**src/rtl/modn_cnt_pkg.sv**
```systemverilog
// ---------------------------------------------------------------------------
// modn_cnt_pkg
// Shared definitions for the modulo-N up/down counter family.
//   CNT_UP / CNT_DN : values of the up_dn direction input
//   clog2()         : ceil(log2(v)), usable in constant expressions; sizes the
//                     prescaler phase register and checks WIDTH against MOD
// ---------------------------------------------------------------------------
package modn_cnt_pkg;

    localparam logic CNT_UP = 1'b1;
    localparam logic CNT_DN = 1'b0;

    // clog2(1) = 0, clog2(2) = 1, clog2(5) = 3, clog2(8) = 3
    function automatic int clog2(input int v);
        int r;
        int x;
        r = 0;
        x = v - 1;
        while (x > 0) begin
            r = r + 1;
            x = x >> 1;
        end
        return r;
    endfunction

endpackage

```
**src/rtl/modn_updown_counter_if.sv**
```systemverilog
// ---------------------------------------------------------------------------
// modn_updown_counter_if
// Control/status bundle of one counter stage.
//   en, clr, load, load_val, up_dn : control, driven by the master
//   out, tc, wrap                  : status, driven by the counter (slave)
// There is no handshake on this bundle: every control input is sampled at
// each rising clock edge and every status output is valid all the time.
// Modports:
//   master : the user of the counter (drives control, reads status)
//   slave  : the counter itself
// ---------------------------------------------------------------------------
interface modn_updown_counter_if #(
    parameter int WIDTH = 3
);

    logic             en;
    logic             clr;
    logic             load;
    logic [WIDTH-1:0] load_val;
    logic             up_dn;
    logic [WIDTH-1:0] out;
    logic             tc;
    logic             wrap;

    modport master (
        output en, clr, load, load_val, up_dn,
        input  out, tc, wrap
    );

    modport slave (
        input  en, clr, load, load_val, up_dn,
        output out, tc, wrap
    );

endinterface

```
**src/rtl/modn_prescaler.sv**
```systemverilog
// ---------------------------------------------------------------------------
// modn_prescaler
// Clock-enable divider: tick is high on every PRESCALE-th enabled cycle.
// Only instantiated by modn_updown_counter when MODN_PRESCALE_EN is defined.
// Ports:
//   clk   in  rising-edge clock
//   reset in  asynchronous active-high reset, phase -> 0
//   en    in  advance the phase on this cycle
//   sclr  in  synchronous phase clear (highest synchronous priority)
//   tick  out combinational, high while phase == PRESCALE-1
// The phase wraps to 0 on an enabled tick cycle and holds while en is low.
// With PRESCALE=1 the phase is constant 0 and tick is permanently high.
// ---------------------------------------------------------------------------
module modn_prescaler
    import modn_cnt_pkg::*;
#(
    parameter int PRESCALE = 1
) (
    input  logic clk,
    input  logic reset,
    input  logic en,
    input  logic sclr,
    output logic tick
);

    localparam int PW = (clog2(PRESCALE) < 1) ? 1 : clog2(PRESCALE);
    localparam logic [PW-1:0] LAST = PW'(PRESCALE - 1);

    if (PRESCALE < 1) begin : g_bad_prescale
        $error("modn_prescaler: PRESCALE must be >= 1");
    end

    logic [PW-1:0] p_q;
    logic [PW-1:0] p_d;

    always_comb begin
        tick = (p_q == LAST);
        p_d  = p_q;
        if (sclr) begin
            p_d = '0;
        end else if (en) begin
            p_d = tick ? '0 : p_q + 1'b1;
        end
    end

    always_ff @(posedge clk or posedge reset) begin
        if (reset) begin
            p_q <= '0;
        end else begin
            p_q <= p_d;
        end
    end

endmodule

```
**src/rtl/modn_updown_counter.sv**
```systemverilog
// ---------------------------------------------------------------------------
// modn_updown_counter
// Parametrised modulo-MOD up/down counter with count enable, synchronous
// clear, saturating parallel load, combinational terminal count for
// cascading (tc of one stage -> en of the next) and a registered wrap pulse.
// Parameters: the modulus sets the count range 0..modulus-1 (at least 2);
// WIDTH sizes out/load_val and must cover the modulus; PRESCALE divides the
// step rate and is only used when the prescaler is compiled in.
// Ports:
//   clk    in  rising-edge clock
//   reset  in  asynchronous active-high reset (out=0, wrap=0, tc=0)
//   cnt    slave modport of modn_updown_counter_if:
//          en, clr, load, load_val, up_dn in; out, tc, wrap out
// Configuration macro:
//   MODN_PRESCALE_EN  defined   -> modn_prescaler divides the step rate
//                     undefined -> every enabled cycle is a step
// Priority at each edge: clr > load > step > hold.
// ---------------------------------------------------------------------------
module modn_updown_counter
    import modn_cnt_pkg::*;
#(
    parameter int MOD      = 5,
    parameter int WIDTH    = 3,
    parameter int PRESCALE = 1
) (
    input  logic                   clk,
    input  logic                   reset,
    modn_updown_counter_if.slave   cnt
);

    if (MOD < 2) begin : g_bad_mod
        $error("modn_updown_counter: MOD must be >= 2");
    end
    if (clog2(MOD) > WIDTH) begin : g_bad_width
        $error("modn_updown_counter: WIDTH too small for MOD");
    end

    // One extra bit on the arithmetic so out+1 at 2**WIDTH-1 cannot alias
    // back into range and the borrow of out-1 is visible.
    localparam logic [WIDTH:0] MOD_X = (WIDTH + 1)'(MOD);
    localparam logic [WIDTH:0] MAX_X = (WIDTH + 1)'(MOD - 1);

    logic [WIDTH-1:0] out_q;
    logic [WIDTH-1:0] out_d;
    logic             wrap_q;
    logic             wrap_d;

    logic             tick;
    logic             step;
    logic             at_wrap;
    logic [WIDTH:0]   out_x;
    logic [WIDTH:0]   inc_x;
    logic [WIDTH:0]   dec_x;
    logic [WIDTH:0]   load_x;

`ifdef MODN_PRESCALE_EN
    modn_prescaler #(
        .PRESCALE (PRESCALE)
    ) u_prescaler (
        .clk   (clk),
        .reset (reset),
        .en    (cnt.en),
        .sclr  (cnt.clr | cnt.load),
        .tick  (tick)
    );
`else
    assign tick = 1'b1;
`endif

    always_comb begin
        out_x   = {1'b0, out_q};
        load_x  = {1'b0, cnt.load_val};
        inc_x   = out_x + 1'b1;
        dec_x   = out_x - 1'b1;
        step    = cnt.en & tick;
        at_wrap = (cnt.up_dn == CNT_UP) ? (out_x == MAX_X) : (out_x == '0);

        out_d  = out_q;
        wrap_d = 1'b0;
        if (cnt.clr) begin
            out_d = '0;
        end else if (cnt.load) begin
            // Out-of-range load values saturate to MOD-1.
            out_d = (load_x < MOD_X) ? cnt.load_val : MAX_X[WIDTH-1:0];
        end else if (step) begin
            if (cnt.up_dn == CNT_UP) begin
                // >= rather than == keeps out inside 0..MOD-1 by construction.
                if (inc_x >= MOD_X) begin
                    out_d  = '0;
                    wrap_d = 1'b1;
                end else begin
                    out_d = inc_x[WIDTH-1:0];
                end
            end else begin
                // Borrow out of the extra bit means out was 0.
                if (dec_x[WIDTH]) begin
                    out_d  = MAX_X[WIDTH-1:0];
                    wrap_d = 1'b1;
                end else begin
                    out_d = dec_x[WIDTH-1:0];
                end
            end
        end
    end

    always_ff @(posedge clk or posedge reset) begin
        if (reset) begin
            out_q  <= '0;
            wrap_q <= 1'b0;
        end else begin
            out_q  <= out_d;
            wrap_q <= wrap_d;
        end
    end

    assign cnt.out  = out_q;
    assign cnt.wrap = wrap_q;
    // Unregistered so a cascaded stage steps on the same edge; forced low
    // during reset because out=0 would otherwise decode as a down wrap point.
    assign cnt.tc   = ~reset & step & ~cnt.clr & ~cnt.load & at_wrap;

endmodule

```
**src/flat_wrapper.sv**
```systemverilog
// flat-port wrapper written by rule: the top's interface ports become plain ports
module modn_updown_counter_flat import modn_cnt_pkg::*;
#(
    parameter int MOD      = 5,
    parameter int WIDTH    = 3,
    parameter int PRESCALE = 1
)
  (clk, reset, cnt_en, cnt_clr, cnt_load, cnt_load_val, cnt_up_dn, cnt_out, cnt_tc, cnt_wrap);
  modn_updown_counter_if #(.WIDTH(WIDTH)) cnt_i ();
  input  logic clk;
  input  logic reset;
  input wire logic [$bits(cnt_i.en)-1:0] cnt_en;
  input wire logic [$bits(cnt_i.clr)-1:0] cnt_clr;
  input wire logic [$bits(cnt_i.load)-1:0] cnt_load;
  input wire logic [$bits(cnt_i.load_val)-1:0] cnt_load_val;
  input wire logic [$bits(cnt_i.up_dn)-1:0] cnt_up_dn;
  output wire logic [$bits(cnt_i.out)-1:0] cnt_out;
  output wire logic [$bits(cnt_i.tc)-1:0] cnt_tc;
  output wire logic [$bits(cnt_i.wrap)-1:0] cnt_wrap;
  assign cnt_i.en = cnt_en;
  assign cnt_i.clr = cnt_clr;
  assign cnt_i.load = cnt_load;
  assign cnt_i.load_val = cnt_load_val;
  assign cnt_i.up_dn = cnt_up_dn;
  assign cnt_out = cnt_i.out;
  assign cnt_tc = cnt_i.tc;
  assign cnt_wrap = cnt_i.wrap;
  modn_updown_counter #(.MOD(MOD), .WIDTH(WIDTH), .PRESCALE(PRESCALE)) u_core (.clk(clk), .reset(reset), .cnt(cnt_i));
endmodule
```
**config.mk**
```make
export PLATFORM = sky130hd
export DESIGN_NAME = modn_updown_counter_flat
export DESIGN_NICKNAME = d
export VERILOG_FILES = /design/src/rtl/modn_cnt_pkg.sv /design/src/rtl/modn_updown_counter_if.sv /design/src/rtl/modn_prescaler.sv /design/src/rtl/modn_updown_counter.sv /design/src/flat_wrapper.sv
export SDC_FILE = /design/constraint.sdc
export NUM_CORES = 1
export LEC_CHECK = 0
export ABC_AREA = 1
export CORE_AREA = 2 2 39 41
export DETAILED_ROUTE_END_ITERATION = 6
export DIE_AREA = 0 0 41 43
export PLACE_DENSITY_LB_ADDON = 0.25
export SLEW_MARGIN = 10
export SYNTH_ARGS = -nofsm -noshare
export SYNTH_HDL_FRONTEND = slang
export SYNTH_HIERARCHICAL = 1
export SYNTH_SLANG_ARGS = --single-unit
```
**constraint.sdc**
```tcl
create_clock -name clk -period 1.3 [get_ports clk]
set_clock_uncertainty 0.05 [all_clocks]
set_input_delay 0.325 -clock clk [delete_from_list [all_inputs] [get_ports clk]]
set_output_delay 0.325 -clock clk [all_outputs]
set_load 0.03 [all_outputs]
```
==> summary.md, run 1 <==
| Metric | Value |
|---|---|
| Status | complete, but fails checks |
| Failing checks | negative setup slack |
| Critical path fanouts, max | 2 |
| Min-Delay Path Class | primary input to async pin |
| Crit-path max cell delay | 0.42 ns |
| Die width | 41 um |
| Delay-heaviest family, CP | flip-flops |
| Dominant cell type by area after synthesis | dfrtp_1 |
| Gpl congestion | 0.785 |
| CP Class | register to primary output |
| Worst Path Arrival | about 1.2 ns |
| Post-synth EDFFs | 0 |
| Non-Filler Instances | roughly 110 |
| Drt first-iter violations | 11 |
| ANT nets after route | 0 |
| Worst Path Buf+Inv | 2 |
| Initial antenna violation count | 0 |
| Cts hold-fix bufs | 0 |
| Root buf cell | clkbuf_4 |
| CTS H-Tree Depth | 1 |
| First-pass GRT wire length | roughly 1900 um |
| Vias | slightly below 500 |
| CTS tree | built |
| Buffers on Ports | 13 |
| Synth Register Bits | 4 |
| Worst setup margin | -0.296 ns |
| Crit path depth | 5 |
| Worst path required time | 0.93 ns |
| Io pins | 14 |
| Clk sinks | 4 |
| Final Hold Viols | 0 |
| # rows | 14 |
| Power Total | ~630 uW |
| Synth Instances | 61 |
| DIE AREA | approximately 0.0018 mm2 |
| Max-cap violations | 0 |
| All-Layer GR Usage | between 10% and 20% |
| Initial core utilization | 29.1% |
| Util after Layout | 59.0% |
| Final HPWL DP | 874 um |
| Number of global-route vias before repair | 500 |
| Synthesized cell area | 403 um2 |
| RSZ-0062 raised after global routing | true |
| R2R depth | 10 |
| Share of the synthesized area in the top cell type | between 20% and 30% |
| First-pass iteration count of the detailed router | 4 |
| Worst-margin pin slew | ~0.17 ns |
| Via-to-Cell Ratio | approximately 4.4 |
| P per Cell Area | a little under 800 mW/mm2 |
| Nets | between 100 and 150 |
| Clk_lat worst skew | between 0.2 and 0.25 ns |
| WL per Instance | 9.80 um |
| Syn avg cell area | 6.60 um2 |
| Post-synth top flop | dfrtp_1 |
| Layout cells sized above 1 | between 50% and 60% |
| Mapped Nets | 73 |
| Share of flip-flops with an asynchronous set or reset | 100% |
| Setup crit end kind | primary output |
| Fmax achieved | 627 MHz |
| Core area | 0.00138 mm2 |
| Drc violations | 0 |
| Antenna cell count | 0 |
| Register area share after synthesis | around a quarter |
| # setup viols final | 5 |
| Slew Limit Fails | 0 |
| Worst VDD drop | about 0.38 mV |
| Longest Clk Path Bufs | 2 |
| Fin crit period | between 1.5 and 2 ns |
| Worst-path cell chain | inv_4, ha_4, nand2_4, a211oi_4, buf_6 |
| Dpl ws | -0.474 ns |
| Slew HR | 88.7% |
| Inst Count DP | 105 |
| Top cells by area, synth | dfrtp_1 25%, nand2_1 18%, ha_1 9.3% |
| Post-synth cell types | 17 |
| Largest net degree at the start of global routing | 5 |
| Gr ovfl total | 0 |
| Final period utilization | 123% |
| Slowest CP cell | dfrtp_2 |
| Startpoint types | register |
| Wirelength, routed | approximately 1100 um |
| Die H | between 40 and 50 um |
| Leak | about 0.00042 uW |
| Clock slew at reported path FFs | 0.04 ns |
| Area grow syn2layout | 102% |
| CTS Buf Count | 3 |
| Ys Warns | 6 |
[through the flow]
| step | TNS (ns) | hold WS [ns] | cell area (um2) |
|---|---|---|---|
| floorplan | -0.193 | 0.0565 | 437 |
| global placement | -1.68 | 0.559 | 687 |
| detailed placement | -1.71 | 0.553 | 687 |
| CTS | -0.551 | 0.363 | 787 |
| global route | -0.755 | 0.372 | 816 |
| finish | -0.459 | 0.361 | 816 |
[cell usage after synthesis, types with 2 or more instances]
library cell / count
inv_2: 3
inv_1: 9
nand2_1: 19
nor2_4: 2
dfrtp_1: 4
nor2_1: 4
nand3_1: 4
o21ai_1: 3
ha_1: 3
nor2_2: 3
[worst paths after layout]
kind	startpoint	to	slack (ns)
worst max register to register	u_core/cnt.out[0]	u_core/cnt.out[1]	-0.04
worst max-delay path	u_core/cnt.out[0]	cnt_tc	-0.30
worst min-delay path	reset	u_core/cnt.out[1]	0.36
worst min register to register	u_core/cnt.out[2]	u_core/cnt.out[2]	0.61
min in group clk	cnt_en	u_core/cnt.out[0]	0.45
max in group asynchronous	reset	u_core/cnt.out[2]	0.72
[flip-flops by register name, indices dropped and copies added, names as in the netlist]
name / cells
u_core/cnt.wrap: 1
u_core/cnt.out: 3
[kinds of logic after synthesis]
logic type | share of synthesized area [%]
compound gates | 7.45
xor+xnor | 2.17
fa+ha+maj | 9.32
buf+inv | 11.2
flops | 24.8
simple gates | 45.0
[where the power goes]
group          internal (uW)  leakage [uW]  switching [uW]  total (uW)
clock                    115     0.0000150            49.6         165
sequential               137     0.0000490            11.3         149
combinational            159      0.000360             157         317
[area by class of cell]
class	count	area, um2
Clock buffer	4	26.3
Fill cell	126	568
Inverter	12	47.5
Multi-Input combinational cell	45	340
Sequential cell	4	104
Tap cell	16	20.0
Timing Repair Buffer	30	278
[what timing repair did]
action	in CTS	in global routing
endpoints found under the hold margin	0	0
resized for setup	17	7
endpoints found under the setup margin	8	8
pin swaps	9	4
setup buffers	2	2
[tightest hold or removal path, cell delays in order]
cell and delay, ns:
clkdlybuf4s50_1 0.41, inv_2 0.09, buf_4 0.14
[layout by cell type, fill, tap and decap left out, drive strengths merged, types with 3 or more instances in the layout]
master         Yosys  layout
dfrtp              4       4
clkbuf             0       4
inv               12      12
clkdlybuf4s50      0       4
o21ai              3       3
ha                 3       3
nor2               9       9
dlymetal6s2s       0       3
buf                0      22
nand3              5       5
nand2             21      21
[routing by layer]
metal	share of wire, %	up-vias	wire length (um)	track usage [%]
li1	-	252	-	-
met1	42	218	459	17.7
met2	55	13	596	27.2
met3	2.8	0	31	3.14
met4	0	0	0	4.00
met5	0	-	0	0
(Power assumes the default switching activity.)
==> run 2: changes to the inputs <==
--- a/config.mk
+++ b/config.mk
@@ -7,6 +7,7 @@
 export LEC_CHECK = 0
 export ABC_AREA = 1
 export CORE_AREA = 2 2 39 41
+export CTS_CLUSTER_SIZE = 14
 export DETAILED_ROUTE_END_ITERATION = 6
 export DIE_AREA = 0 0 41 43
 export PLACE_DENSITY_LB_ADDON = 0.25
@@ -15,3 +16,4 @@
 export SYNTH_HDL_FRONTEND = slang
 export SYNTH_HIERARCHICAL = 1
 export SYNTH_SLANG_ARGS = --single-unit
+export TNS_END_PERCENT = 50
==> summary.md, run 2 (synthesis gave the netlist of run 1 again) <==
| Metric | Value |
|---|---|
| Buffers on Ports | 13 (unchanged) |
| Gr ovfl total | 0 (unchanged) |
| CTS H-Tree Depth | 1 (unchanged) |
| Startpoint types | register (unchanged) |
| Io pins | 14 (unchanged) |
| GR peak layer | met2 (unchanged) |
| Met1 usage | 17.7% (unchanged) |
| Status | complete, but fails checks (unchanged) |
| Worst-margin pin slew | 0.170 ns (unchanged) |
| Layout cells sized above 1 | 55.8% (unchanged) |
| DIE AREA | 0.00176 mm2 (unchanged) |
| Commonest non-fill, non-tap cells in the layout | 16 x nand2_1, 15 x buf_4, 7 x buf_6 (unchanged) |
| Drt first-iter violations | 11 (unchanged) |
| Final setup TNS | -0.459 ns (unchanged) |
| Wirelength, routed | 1090 um (unchanged) |
| Core area | 0.00138 mm2 (unchanged) |
| Fin crit period | 1.60 ns (unchanged) |
| Initial core utilization | 29.1% (unchanged) |
| Final Hold Viols | 0 (unchanged) |
| Die width | 41 um (unchanged) |
| Non-Filler Instances | 111 (unchanged) |
| Via-to-Cell Ratio | 4.35 (unchanged) |
| Worst path required time | 0.93 ns (about the same) |
| Largest register FFs | 3 (unchanged) |
| Fmax achieved | 627 MHz (unchanged) |
| # setup viols final | 5 (unchanged) |
| Reg2Reg Setup Slack | -0.04 ns (about the same) |
| Max-cap violations | 0 (unchanged) |
| Commonest non-fill, non-tap cell in the layout | nand2_1 (unchanged) |
| # rows | 14 (unchanged) |
| Nets | 108 (unchanged) |
| Setup crit end kind | primary output (unchanged) |
| CTS tree | built (unchanged) |
| First-pass iteration count of the detailed router | 4 (unchanged) |
| Hold Slack | 0.361 ns (unchanged) |
| Clk sinks | 4 (unchanged) |
| Leak | 0.000424 uW (unchanged) |
| Number of global-route vias before repair | 500 (unchanged) |
| All-Layer GR Usage | 15.5% (unchanged) |
| Root buf cell | clkbuf_4 (unchanged) |
| WL per Instance | 9.80 um (unchanged) |
| Clk_lat worst skew | 0.23 ns (about the same) |
| Clock slew at reported path FFs | 0.04 ns (about the same) |
| Worst reg2reg endpoint | u_core/cnt.out[1] (unchanged) |
| First-pass GRT wire length | 1860 um (unchanged) |
| Inst Count DP | 105 (unchanged) |
| Worst Path Arrival | 1.22 ns (about the same) |
| RSZ-0062 raised after global routing | true (unchanged) |
| Final period utilization | 123% (unchanged) |
| Area grow syn2layout | 102% (unchanged) |
| Initial antenna violation count | 0 (unchanged) |
| RR Startpoint | u_core/cnt.out[0] (unchanged) |
| CP Class | register to primary output (unchanged) |
| Min-Delay Path Class | primary input to async pin (unchanged) |
| Gpl congestion | 0.785 (unchanged) |
| Largest net degree at the start of global routing | 5 (unchanged) |
| Die H | 43 um (unchanged) |
| Antenna cell count | 0 (unchanged) |
| Met2 usage | 27.2% (unchanged) |
| Critical path fanouts, max | 2 (unchanged) |
| ANT nets after route | 0 (unchanged) |
| R2R depth | 10 (unchanged) |
| Worst VDD drop | 0.377 mV (unchanged) |
| Failing checks | negative setup slack (unchanged) |
| Worst setup margin | -0.296 ns (unchanged) |
| Vias | 483 (unchanged) |
| Slew Limit Fails | 0 (unchanged) |
| P per Cell Area | 773 mW/mm2 (unchanged) |
| Longest Clk Path Bufs | 2 (unchanged) |
| Drc violations | 0 (unchanged) |
| Final HPWL DP | 874 um (unchanged) |
| CTS Buf Count | 3 (unchanged) |
| Grt met3 use | 3.14% (unchanged) |
| Slew HR | 88.7% (unchanged) |
==> run 2: critical path, stage by stage (launching register included) <==
cell,delay (ns)
dfrtp_2,0.42
inv_4,0.07
ha_4,0.14
nand2_4,0.05
a211oi_4,0.15
buf_6,0.16
==> run 2: worst max path at each step <==
stage | end | slack (ns) | start
floorplan | cnt_tc | -0.19 | u_core/cnt.out[0]
global placement | cnt_tc | -0.47 | cnt_up_dn
detailed placement | cnt_tc | -0.47 | cnt_up_dn
CTS | cnt_tc | -0.35 | u_core/cnt.out[1]
global route | cnt_tc | -0.34 | u_core/cnt.out[1]
finish | cnt_tc | -0.30 | u_core/cnt.out[0]
==> run 2: what timing repair did <==
action                                  in CTS  in global routing
endpoints found under the setup margin       8                  8
pin swaps                                    9                  4
gates resized for setup                     17                  7
endpoints found under the hold margin        0                  0
hold buffers                                 0                  0
buffers inserted                             2                  2
==> run 2: final cells by class <==
cell class                      count  area, um2
Tap cell                           16       20.0
Fill cell                         126        568
Inverter                           12       47.5
Timing Repair Buffer               30        278
Sequential cell                     4        104
Multi-Input combinational cell     45        340
Clock buffer                        4       26.3
==> run 2: report_power, final <==
part | switching (uW) | leakage (uW) | internal, uW
registers | 11.3 | 0.0000490 | 137
clock network | 49.6 | 0.0000150 | 115
logic | 157 | 0.000360 | 159
==> run 2: per-stage QoR <==
step | cell area [um2] | worst slack (ns) | total power, uW | utilization (%)
after floorplan | 437 | -0.193 | 301 | -
after global placement | 687 | -0.469 | 421 | 49.6
after detailed placement | 687 | -0.474 | 423 | 49.6
after CTS | 787 | -0.355 | 626 | 56.9
after global routing | 816 | -0.335 | 680 | 59.0
final | 816 | -0.296 | 630 | 59.0
==> run 2: per-layer routing <==
metal	vias to the layer above	routed length (um)
li1	252	-
met1	218	459
met2	13	596
met3	0	31
met4	0	0
met5	-	0
==> run 3: changes to the inputs <==
--- a/config.mk
+++ b/config.mk
@@ -10,7 +10,9 @@
 export CTS_CLUSTER_SIZE = 14
 export DETAILED_ROUTE_END_ITERATION = 6
 export DIE_AREA = 0 0 41 43
+export MAX_ROUTING_LAYER = met4
 export PLACE_DENSITY_LB_ADDON = 0.25
+export SETUP_SLACK_MARGIN = 0.1
 export SLEW_MARGIN = 10
 export SYNTH_ARGS = -nofsm -noshare
 export SYNTH_HDL_FRONTEND = slang
==> summary.md, run 3 (synthesis gave the netlist of run 1 again) <==
| Metric | Value |
|---|---|
| Antenna cell count | 0 (unchanged) |
| CP Class | register to primary output (unchanged) |
| Via-to-Cell Ratio | 4.36 (was 4.35) |
| Longest Clk Path Bufs | 2 (unchanged) |
| Critical path fanouts, max | 2 (unchanged) |
| # setup viols final | 6 (was 5) |
| Final HPWL DP | 874 um (unchanged) |
| DIE AREA | 0.00176 mm2 (unchanged) |
| All-Layer GR Usage | 16.1% (was 15.5%) |
| CTS H-Tree Depth | 1 (unchanged) |
| Failing checks | negative setup slack (unchanged) |
| First-pass iteration count of the detailed router | 4 (unchanged) |
| RSZ-0062 raised after global routing | true (unchanged) |
| Util after Layout | 60.1% (was 59.0%) |
| Initial core utilization | 29.1% (unchanged) |
| Core area | 0.00138 mm2 (unchanged) |
| Commonest non-fill, non-tap cells in the layout | 16 x nand2_1, 15 x buf_4, 8 x buf_6 (was 16 x nand2_1, 15 x buf_4, 7 x buf_6) |
| Fmax achieved | 626 MHz (was 627 MHz) |
| CTS Buf Count | 3 (unchanged) |
| Leak | 0.000425 uW (was 0.000424 uW) |
| Final period utilization | 123% (about the same) |
| # rows | 14 (unchanged) |
| Die width | 41 um (unchanged) |
| Gr ovfl total | 0 (unchanged) |
| Worst setup margin | -0.296 ns (about the same) |
| Min-Delay Path Class | primary input to async pin (unchanged) |
| Fin crit period | 1.60 ns (about the same) |
| CTS tree | built (unchanged) |
| Clk sinks | 4 (unchanged) |
| Setup crit end kind | primary output (unchanged) |
| Inst Count DP | 105 (unchanged) |
| Post-route cell area | 832 um2 (was 816 um2) |
| Cts hold-fix bufs | 0 (unchanged) |
| Filler cells | 128 (was 126) |
| Number of global-route vias before repair | 500 (unchanged) |
| Commonest non-fill, non-tap cell in the layout | nand2_1 (unchanged) |
| Max-cap violations | 0 (unchanged) |
| Nets | 109 (was 108) |
| WL per Instance | 9.96 um (was 9.80 um) |
| Status | complete, but fails checks (unchanged) |
| Clock slew at reported path FFs | 0.04 ns (about the same) |
| Area grow syn2layout | 107% (was 102%) |
| Worst path required time | 0.93 ns (about the same) |
| Non-Filler Instances | 112 (was 111) |
| Worst Path Arrival | 1.22 ns (about the same) |
| Vias | 488 (was 483) |
| Drc violations | 0 (unchanged) |
| Slew Limit Fails | 0 (unchanged) |
| Wirelength, routed | 1120 um (was 1090 um) |
| Clk_lat worst skew | 0.23 ns (about the same) |
| DP Area | 687 um2 (unchanged) |
| Io pins | 14 (unchanged) |
| Initial antenna violation count | 0 (unchanged) |
| Register area | 104 um2 (unchanged) |
| Gpl congestion | 0.796 (was 0.785) |
| Slew HR | 88.7% (unchanged) |
| Multi-input logic area | 349 um2 (was 340 um2) |
| Layout cells sized above 1 | 57.3% (was 55.8%) |
| Drt first-iter violations | 9 (was 11) |
| Largest register FFs | 3 (unchanged) |
| Root buf cell | clkbuf_4 (unchanged) |
| Largest net degree at the start of global routing | 5 (unchanged) |
| P per Cell Area | 774 mW/mm2 (was 773 mW/mm2) |
| ANT nets after route | 0 (unchanged) |
| First-pass GRT wire length | 1900 um (was 1860 um) |
| Startpoint types | register (unchanged) |
| Final Hold Viols | 0 (unchanged) |
| Die H | 43 um (unchanged) |
| Worst-margin pin slew | 0.170 ns (unchanged) |
| Worst VDD drop | 0.377 mV (about the same) |
| Buffers on Ports | 13 (unchanged) |
## run 3: changes by cell type in the layout (fill, tap and decap cells not counted)
cell            delta
buf_6              +1
dlygate4sd2_1      +1
dlymetal6s2s_1     -1
nand2_2            -1
nand2_4            +1
o21ai_1            -1
o21ai_2            +1
## run 3: repair_timing
| action | in CTS | in global routing |
|---|---|---|
| resized for setup | 20 | 7 |
| buffers inserted | 2 | 2 |
| setup endpoints to repair | 8 | 8 |
| pin swaps | 12 | 3 |
## run 3: critical path: stages, from the launching register on
cell and delay (ns):
dfrtp_2 0.42, inv_4 0.07, ha_4 0.14, nand2_4 0.05, a211oi_4 0.15, buf_6 0.16
## run 3: layout make-up
| type | instances | area share (%) |
|---|---|---|
| clock buffers | 4 | 3.16 |
| inverters | 12 | 5.71 |
| multi-input cells | 45 | 42.0 |
| flip-flops and latches | 4 | 12.5 |
| well taps | 16 | 2.41 |
| repair buffers | 31 | 34.3 |
## run 3: power by group
group	internal [uW]	switching, uW
combinational	167	163
clock	115	49.6
sequential	137	11.3
## run 3: worst paths after layout
check	slack (ns)	start	endpoint	depth (start not counted)
worst min register to register	0.61	u_core/cnt.out[2]	u_core/cnt.out[2]	3
worst max-delay path	-0.30	u_core/cnt.out[0]	cnt_tc	5
worst min-delay path	0.36	reset	u_core/cnt.out[1]	3
min in group clk	0.45	cnt_en	u_core/cnt.out[0]	4
max in group asynchronous	0.72	reset	u_core/cnt.out[2]	3
worst max register to register	-0.08	u_core/cnt.out[0]	u_core/cnt.out[2]	8
## run 3: routing by layer
metal | up-vias | GRT usage [%] | routed length (um)
met5 | - | - | 0
met4 | 0 | 4.00 | 0
met3 | 0 | 3.14 | 31
met2 | 13 | 27.8 | 621
met1 | 220 | 18.0 | 461
li1 | 255 | - | -
## run 3: per-stage QoR
stage	TNS, ns	total power [uW]	hold slack, ns	setup WS, ns
final	-0.543	644	0.360	-0.296
after global routing	-0.851	693	0.372	-0.335
after CTS	-0.551	630	0.363	-0.355
after detailed placement	-1.71	423	0.553	-0.474
after global placement	-1.68	421	0.559	-0.469
after floorplan	-0.193	301	0.0565	-0.193
